[config.mk]
export PLATFORM = sky130hd
export DESIGN_NAME = montgomery_exp_ctrl
export DESIGN_NICKNAME = d
export VERILOG_FILES = /design/src/rtl/montgomery_exp_ctrl_pkg.sv /design/src/rtl/montgomery_exp_ctrl_exp_bit_scanner.sv /design/src/rtl/montgomery_exp_ctrl.sv
export SDC_FILE = /design/constraint.sdc
export NUM_CORES = 1
export LEC_CHECK = 0
export BUFFER_PORTS_ARGS = -buffer_cell sky130_fd_sc_hd__buf_2
export CAP_MARGIN = 20
export CELL_PAD_IN_SITES_DETAIL_PLACEMENT = 0
export CELL_PAD_IN_SITES_GLOBAL_PLACEMENT = 1
export CORE_MARGIN = 5
export CORE_UTILIZATION = 40
export CTS_BUF_LIST = sky130_fd_sc_hd__clkbuf_8
export DETAILED_ROUTE_END_ITERATION = 10
export GPL_TIMING_DRIVEN = 1
export PLACE_DENSITY_LB_ADDON = 0.1
export SETUP_SLACK_MARGIN = 0.15
export SLEW_MARGIN = 25
export SYNTH_ARGS = -nofsm -noshare
export SYNTH_HDL_FRONTEND = slang
export SYNTH_SLANG_ARGS = --single-unit
[constraint.sdc]
create_clock -name clk -period 3.35 [get_ports clk]
set_input_delay 0.5025 -clock clk [delete_from_list [all_inputs] [get_ports clk]]
set_output_delay 0.5025 -clock clk [all_outputs]
set_load 0.05 [all_outputs]
[src/rtl/montgomery_exp_ctrl_pkg.sv]
// Shared definitions for the Montgomery exponentiation controller and the
// datapath operand muxes that decode its select codes.
package montgomery_exp_ctrl_pkg;

  typedef enum logic [3:0] {
    ST_IDLE,
    ST_INIT,
    ST_CONV_W,
    ST_SQ_I,
    ST_SQ_W,
    ST_MUL_I,
    ST_MUL_W,
    ST_FIN_I,
    ST_FIN_W,
    ST_DONE
  } state_e;

  localparam logic [1:0] SEL_A_X   = 2'd0;
  localparam logic [1:0] SEL_A_ACC = 2'd1;
  localparam logic [1:0] SEL_A_ONE = 2'd2;

  localparam logic [1:0] SEL_B_R2  = 2'd0;
  localparam logic [1:0] SEL_B_ACC = 2'd1;
  localparam logic [1:0] SEL_B_XT  = 2'd2;
  localparam logic [1:0] SEL_B_ONE = 2'd3;

  localparam logic ACC_SRC_RMODM = 1'b0;
  localparam logic ACC_SRC_MUL   = 1'b1;

endpackage

[src/rtl/montgomery_exp_ctrl_exp_bit_scanner.sv]
// Latches the exponent and clamped scan length, then walks the bit index
// from the top scanned bit down to 0 without ever wrapping.
module exp_bit_scanner #(
  parameter int EXP_W = 512,
  parameter int LEN_W = 10
) (
  input  logic             clk,
  input  logic             reset,
  input  logic             load_i,
  input  logic             step_i,
  input  logic [EXP_W-1:0] exponent_i,
  input  logic [LEN_W-1:0] exp_len_i,
  output logic             bit_o,
  output logic             last_o,
  output logic             len_zero_o
);

  localparam int IDX_W = (EXP_W > 1) ? $clog2(EXP_W) : 1;

  logic [EXP_W-1:0] exp_q;
  logic [IDX_W-1:0] idx_q;
  logic             len_zero_q;

  logic [31:0]      len_ext;
  logic [31:0]      len_clamped;
  logic [IDX_W-1:0] idx_load;

  // A length of zero loads index 0 and is flagged so the FSM skips the loop.
  always_comb begin
    len_ext     = 32'(exp_len_i);
    len_clamped = (len_ext > 32'(EXP_W)) ? 32'(EXP_W) : len_ext;
    idx_load    = (len_clamped == 32'd0) ? '0 : IDX_W'(len_clamped - 32'd1);
  end

  always_ff @(posedge clk) begin
    if (reset) begin
      exp_q      <= '0;
      idx_q      <= '0;
      len_zero_q <= 1'b0;
    end else if (load_i) begin
      exp_q      <= exponent_i;
      idx_q      <= idx_load;
      len_zero_q <= (len_clamped == 32'd0);
    end else if (step_i && (idx_q != '0)) begin
      idx_q <= idx_q - 1'b1;
    end
  end

  assign bit_o      = exp_q[idx_q];
  assign last_o     = (idx_q == '0);
  assign len_zero_o = len_zero_q;

endmodule

[src/rtl/montgomery_exp_ctrl.sv]
// Left-to-right square-and-multiply sequencer driving one shared Montgomery
// multiplier: conversion, scan loop, and final conversion out of the domain.
module montgomery_exp_ctrl
  import montgomery_exp_ctrl_pkg::*;
#(
  parameter int EXP_W = 512,
  parameter int LEN_W = 10
) (
  input  logic             clk,
  input  logic             reset,
  input  logic             start,
  input  logic [EXP_W-1:0] exponent,
  input  logic [LEN_W-1:0] exp_len,
  output logic             busy,
  output logic             done,
  output logic             mul_start,
  input  logic             mul_done,
  output logic [1:0]       sel_a,
  output logic [1:0]       sel_b,
  output logic             acc_src,
  output logic             acc_we,
  output logic             xt_we
);

  state_e state_q, state_d;
  logic   scan_load, scan_step, scan_bit, scan_last, scan_len_zero;

  exp_bit_scanner #(.EXP_W(EXP_W), .LEN_W(LEN_W)) u_scanner (
    .clk        (clk),
    .reset      (reset),
    .load_i     (scan_load),
    .step_i     (scan_step),
    .exponent_i (exponent),
    .exp_len_i  (exp_len),
    .bit_o      (scan_bit),
    .last_o     (scan_last),
    .len_zero_o (scan_len_zero)
  );

  always_ff @(posedge clk) begin
    if (reset) state_q <= ST_IDLE;
    else       state_q <= state_d;
  end

  always_comb begin
    state_d   = state_q;
    busy      = 1'b0;
    done      = 1'b0;
    mul_start = 1'b0;
    sel_a     = SEL_A_X;
    sel_b     = SEL_B_R2;
    acc_src   = ACC_SRC_RMODM;
    acc_we    = 1'b0;
    xt_we     = 1'b0;
    scan_load = 1'b0;
    scan_step = 1'b0;
    // Outputs are gated by reset so nothing leaks while a run is being aborted.
    if (reset) begin
      state_d = ST_IDLE;
    end else begin
      busy = (state_q != ST_IDLE);
      unique case (state_q)
        ST_IDLE: if (start) begin
          scan_load = 1'b1;
          state_d   = ST_INIT;
        end
        ST_INIT: begin
          acc_we    = 1'b1;
          mul_start = 1'b1;
          state_d   = ST_CONV_W;
        end
        ST_CONV_W: if (mul_done) begin
          xt_we   = 1'b1;
          state_d = scan_len_zero ? ST_FIN_I : ST_SQ_I;
        end
        ST_SQ_I, ST_SQ_W: begin
          sel_a = SEL_A_ACC;
          sel_b = SEL_B_ACC;
          if (state_q == ST_SQ_I) begin
            mul_start = 1'b1;
            state_d   = ST_SQ_W;
          end else if (mul_done) begin
            acc_we  = 1'b1;
            acc_src = ACC_SRC_MUL;
            if (scan_bit)       state_d = ST_MUL_I;
            else if (scan_last) state_d = ST_FIN_I;
            else begin
              scan_step = 1'b1;
              state_d   = ST_SQ_I;
            end
          end
        end
        ST_MUL_I, ST_MUL_W: begin
          sel_a = SEL_A_ACC;
          sel_b = SEL_B_XT;
          if (state_q == ST_MUL_I) begin
            mul_start = 1'b1;
            state_d   = ST_MUL_W;
          end else if (mul_done) begin
            acc_we  = 1'b1;
            acc_src = ACC_SRC_MUL;
            if (scan_last) state_d = ST_FIN_I;
            else begin
              scan_step = 1'b1;
              state_d   = ST_SQ_I;
            end
          end
        end
        ST_FIN_I, ST_FIN_W: begin
          sel_a = SEL_A_ACC;
          sel_b = SEL_B_ONE;
          if (state_q == ST_FIN_I) begin
            mul_start = 1'b1;
            state_d   = ST_FIN_W;
          end else if (mul_done) begin
            acc_we  = 1'b1;
            acc_src = ACC_SRC_MUL;
            state_d = ST_DONE;
          end
        end
        ST_DONE: begin
          done    = 1'b1;
          state_d = ST_IDLE;
        end
        default: state_d = ST_IDLE;
      endcase
    end
  end

endmodule

Word-level counts from Yosys, hierarchy flattened:

Cells that the tools add are included.

* register bits after elaboration: 526
* bits of input ports: 526
* output and inout bits: 10

* add/sub/neg operators: 2
* magnitude comparators: 2
* eq/ne operators: 14
* multiplexer cells: 51
* reductions and logical operators: 12

Operator list (count)
* $logic_not 32->1: 1
* $mux 4: 8
* $mux 1: 28
* $mux 9: 3
* $pmux 4 s6: 1
* $sub 9x1->9 const B: 2
* $eq 4x3->1 const B: 4
* $gt 10x10->1 const B: 1
* $lt 9x10->1 const B: 1
* $mux 10: 1
* $bmux 1 s9: 1
* $logic_not 9->1: 1
* $mux 3: 3
* $ne 3x3->1 const B: 3
* $reduce_bool 9->1: 1
* $eq 4x2->1 const B: 2
* $eq 4x4->1 const B: 2
* $pmux 1 s4: 2
* $pmux 2 s3: 1
* $reduce_or 2->1: 3
* $reduce_or 6->1: 1
* $reduce_and 5->1: 1
* $eq 4x1->1 const B: 1
* $logic_not 4->1: 1
* other kinds (7): 8

Longest topological paths before layout:

* word-level depth: 10
* gate-level depth with buffers: 14
* mapped depth without buffers: 9

Cells and area by module:

Synthesis repeated with hierarchy kept, for this count alone.

* cell total of the unflattened synthesis: 2208
* area, all modules: 23520.1 µm²

Modules (own cells, without submodules)
* exp_bit_scanner: instances 1, cells an instance 2142, area an instance 22999.6 µm², sequential area each 10450.0 µm²
* montgomery_exp_ctrl: instances 1, cells an instance 66, area an instance 520.5 µm², sequential area each 80.1 µm²

Worst setup path before layout:

No wires, ideal clock.

* path kind: register to register
* start point: register u_scanner.idx_q[0]
* end point: register u_scanner.idx_q[0]
* library setup time: 128 ps
* arrival time: 2567 ps
* required time: 3222 ps
* setup slack: 655 ps
* stages on the path, launching flop included: 14
* path buffers: 4
* cell sequence: dfxtp_1 -> buf_6 -> buf_12 -> buf_6 -> buf_6 -> mux4_2 -> a22oi_1 -> nand3_1 -> a21oi_1 -> nand4_1 -> nor3_4 -> o21a_4 -> mux2i_1 -> a221oi_2

* word-level cells in the longest chain between the ends: 9
* elaborated cells between the ends (all ways): 17
* classes of those cells: add/sub (1); mux (12); reduce/logical (4)

RTL lines
* from (decl): RTL line montgomery_exp_ctrl_exp_bit_scanner.sv:21 `logic [IDX_W-1:0] idx_q;`
* from (signal assigned): RTL line montgomery_exp_ctrl_exp_bit_scanner.sv:42 `idx_q <= idx_load;`
* from (signal assigned): RTL line montgomery_exp_ctrl_exp_bit_scanner.sv:45 `idx_q <= idx_q - 1'b1;`
* $bmux 1 s9 / $logic_not 9->1 (equally long branches): RTL line montgomery_exp_ctrl_exp_bit_scanner.sv:49, montgomery_exp_ctrl_exp_bit_scanner.sv:50
* $mux 1, on equally long branches: RTL line montgomery_exp_ctrl_exp_bit_scanner.sv:49, montgomery_exp_ctrl.sv:86, montgomery_exp_ctrl.sv:102
* $mux 1: RTL line montgomery_exp_ctrl.sv:85 `if (scan_bit) state_d = ST_MUL_I;`
* $mux 1: RTL line montgomery_exp_ctrl.sv:82 `end else if (mul_done) begin`
* $mux 1: RTL line montgomery_exp_ctrl.sv:79 `if (state_q == ST_SQ_I) begin`
* $pmux 1 s2: RTL line montgomery_exp_ctrl.sv:62 `unique case (state_q)`
* $mux 1: RTL line montgomery_exp_ctrl.sv:58 `if (reset) begin`
* $logic_and 1x1->1: RTL line montgomery_exp_ctrl_exp_bit_scanner.sv:44 `end else if (step_i && (idx_q != '0)) begin`
* $reduce_bool 2->1 (no line)

Parallel ways exist; a longest one is shown, timed or not. The select of a mux whose other input is x is not followed.
A chain may end at the register's enable or synchronous reset.

Worst setup path in the final report:

* start point: register u_scanner.idx_q[0]
* end point: register u_scanner.idx_q[1]

Same word-level chain as after synthesis.

==> out/summary.md <==
The CTS clock-pin slew for the worst setup and hold paths came out at 0.06 ns. The final layout contains routed wiring with a total length of 84900 um. Minimum clock period: 3.10 ns. The mean area per synthesized cell works out to 8.30 um2.

The floorplan core area came out at 57500 um2. The worst setup path is captured at a flip-flop. Cells with a size suffix above 1 make up 27.0% of the layout.

Compared with the post-synthesis result, the final layout area differs by 24.3%. For the final setup skew, the log shows 0.0352 ns. Most common cell in the netlist: nand2_1. The first global-routing pass estimated 126000 um of wire.

The number of buffers and inverters on the critical path is 4. The logs give 1604 for the detailed router's first-iteration violation count and 0 for the remaining global-route overflow. The die outline area is 62600 um2. The congestion estimate from routability-driven global placement came to 0.886. The largest area contributor in the netlist was dfxtp_1. For the final layout net count, the log shows 3801.

The path class of the lowest-slack min-delay path was input pin to flip-flop. In this run the cell area of the synthesized design comes to 23100 um2. The tools report the hold violation total from the final report as 0. The analysis attributes to net switching a power of 0.00765 W. After synthesis, the share of flip-flops with an asynchronous set or reset is 0%. After synthesis, flip-flops and latches occupy 45.6% of the total area. For the worst setup path, the data required time is 3.88 ns. The logs give 2783 for the synthesized instance count and 69 for the count of distinct cell types in the synthesized netlist.

The routed via count divided by cell count was 5.28. The number of global-route vias before repair is 21607. The initial utilization of the core area, before any placement, comes to 40.2%. After routing, the total negative slack on setup checks comes to 0 ns. Counting every net in the synthesized netlist gives 3311.

The critical path goes through buf_12 > buf_12 > mux4_2 > nor3_1 > nor4_1 > and3_1 > nor4_1 > buf_4 > o311a_4 > o21ai_2 > buf_4 > a31oi_1 > a211oi_2. Combinational share of power: 34.1%. Across the run, the number of max-cap violations was 0. Clock latency on the worst-skew pair, taken at its later pin, is 0.69 ns. Critical path data arrival time: 3.62 ns. The worst setup path is launched from a flip-flop.

The initialized floorplan defines 88 standard-cell rows. In this run, synthesis inferred 0 flip-flops with an integrated enable. The tools report the I/O pin count as 536. Entering global routing, the biggest net connects 222 pins.

IR analysis of the VDD net gives a maximum drop of 0.431 mV. The first detailed-routing pass took 8 iterations. The slew of the pin with the lowest slew margin is 1.09 ns. Counting the buffers created by CTS gives 91. The height of the die is 250 um, and the average wire per standard cell is 20.7 um.

The power density normalized to cell area is 736 nW/um2. Of all nets on the critical path, the largest fanout is 14. The horizontal extent of the die came out at 250 um. The relative contribution of the clock network to total power is 28.5%. Global routing consumed, on the met1 layer, 33.8% of the routing resources. The H-tree was split into 3 levels.

For the placed standard-cell area, the log shows 26600 um2. The run gives 0 as the count of warnings emitted by yosys. Total count of max-transition violations in the final report: 0. Among all stages on the critical path, the largest delay is contributed by mux4_2.

The HPWL after detailed placement is 62600 um. Net switching is 36.2% of the power. The final count of negative-setup-slack endpoints is 0. The flow ran to the end, and the final reports show no timing, DRC or antenna violations.

The final standard cell area without fillers was 28700 um2; the maximum clock frequency was 323 MHz. The number of DRC violations after detailed routing was 0; the share of the synthesized area in the top cell type was 45.6%. The clock passes through at most 3 buffers. Worst setup path category: flip-flop to flip-flop. After layout, the worst path uses 92.4% of the clock period. Port buffering added 534 buffers.

Setup repair after global routing left no endpoint under its margin. Grouping stages by cell kind, the critical path spends the most delay in simple AND/OR/NAND/NOR gates. Total number of vias: 21682.

Among all flip-flop cells after synthesis, the most frequent one is dfxtp_1. Of the total power, registers draw 37.4%. The met2 demand-to-capacity share in global routing is 41.9%, and the number of antenna violations at the first check in global routing is 4. The leakage component of the power came out at 11.6 nW.

The internal portion of the total power is 0.0135 W. TritonCTS built the clock tree. Synthesis inferred 526 register bits.

For met3 alone, demand over resource in global routing was 5.63%. In the global route stage, overall resource usage came out at 25.6%. Counting instances in the post-synthesis netlist gives the leading cell types as nand2_1, a21oi_1, dfxtp_1. Ranked by total cell area, the synthesized netlist is headed by dfxtp_1, nand2_1, a21oi_1, mux4_2, clkbuf_1. The busiest layer in global routing was met2. The tree built by TritonCTS fans out to 526 sinks.

In this design, the stage delay of the slowest critical-path cell is 0.51 ns. The master cell of the clock root buffer is clkbuf_8. Measured against its own limit, the worst slew margin works out to 27.1%. The tools report the number of nets with antenna violations after routing as 0.
[layer usage]
layer	vias to the layer above	part of all wire (%)
met5	-	0.011
met2	748	47
li1	10468	-
met3	155	6.7
met1	10309	43
met4	2	3.4
[worst paths after layout]
check | slack (ns) | cells past startpoint | to | from
hold reg to reg | 0.45 | 2 | u_scanner.exp_q[167] | u_scanner.exp_q[167]
hold / removal | 0.06 | 3 | u_scanner.exp_q[68] | exponent[68]
setup reg to reg | 0.25 | 13 | u_scanner.idx_q[1] | u_scanner.idx_q[0]
setup / recovery | 0.25 | 13 | u_scanner.idx_q[1] | u_scanner.idx_q[0]
[sequential cells by signal (all words and copies together), names as in the netlist]
name                  cells
u_scanner.len_zero_o      1
u_scanner.exp_q         512
u_scanner.idx_q           9
state_q                   4
[through the flow]
stage	power [W]	setup slack, ns	instances	utilization (%)	hold WS [ns]
global placement	0.0150	0.0751	3933	46.2	0.439
detailed placement	0.0151	0.0198	3933	46.2	0.442
floorplan	0.0123	0.655	2783	-	0.432
global route	0.0223	0.151	4105	49.9	0.0111
finish	0.0211	0.254	4105	49.9	0.0591
CTS	0.0212	0.164	4098	49.8	0.000283
[power groups by stage]
stage	sequential, W	clock (W)	combinational (W)
after floorplan	0.00765	0	0.00468
after global placement	0.00803	0	0.00693
after detailed placement	0.00805	0	0.00700
after CTS	0.00790	0.00616	0.00717
after global routing	0.00801	0.00645	0.00783
final	0.00791	0.00602	0.00721
[cells in the final DEF, fill, tap and decap left out, types with 15 or more instances in the layout]
| cell | instances |
|---|---|
| mux2i_1 | 18 |
| nor3_1 | 24 |
| buf_2 | 533 |
| nand3_1 | 16 |
| clkbuf_8 | 121 |
| nand2_1 | 1069 |
| a22oi_1 | 19 |
| nor2_1 | 41 |
| mux2_2 | 16 |
| buf_4 | 64 |
| mux4_1 | 15 |
| mux4_2 | 104 |
| buf_12 | 17 |
| nor2b_1 | 17 |
| a21oi_1 | 535 |
| dfxtp_1 | 521 |
| inv_1 | 26 |
[repair_timing]
item                                    CTS  global route
pin swaps                                 0             2
buffers inserted                          4             4
hold buffers                              1             0
endpoints found under the hold margin     1             0
resized for setup                        10             6
endpoints found under the setup margin    9             8
gates cloned                              2             1
[logic make-up (layout without fill, tap and decap cells)]
group                      Yosys count  in the layout  synth area share (%)
AOI/OAI and AO/OA                  631            631                  14.8
adders and majority gates            2              2                 0.108
and+or+nand+nor                   1226           1226                  21.1
xor gates and xnor gates             5              5                 0.190
buffers and inverters              236            791                  4.65
DFF                                526            526                  45.6
muxes                              156            156                  13.5
other                                1              3                0.0162
[worst reg2reg max path, delay by kind of cell (launching register included)]
| kind | cells | cell delay (ns) |
|---|---|---|
| simple gates | 4 | 0.82 |
| buf+inv | 4 | 0.68 |
| flops | 1 | 0.40 |
| mux | 1 | 0.51 |
| compound gates | 4 | 0.55 |
[cell type report]
cell class                      instances  area (um2)
Fill cell                            5739       28800
Multi-Input combinational cell       2021       11500
Sequential cell                       526       10500
Timing Repair Buffer                  626        3750
Clock buffer                          121        1670
Tap cell                              765         957
Clock inverter                         37         224
Inverter                                7        26.3
Antenna cell                            2        5.00
Power figures use the tool's default switching activity.
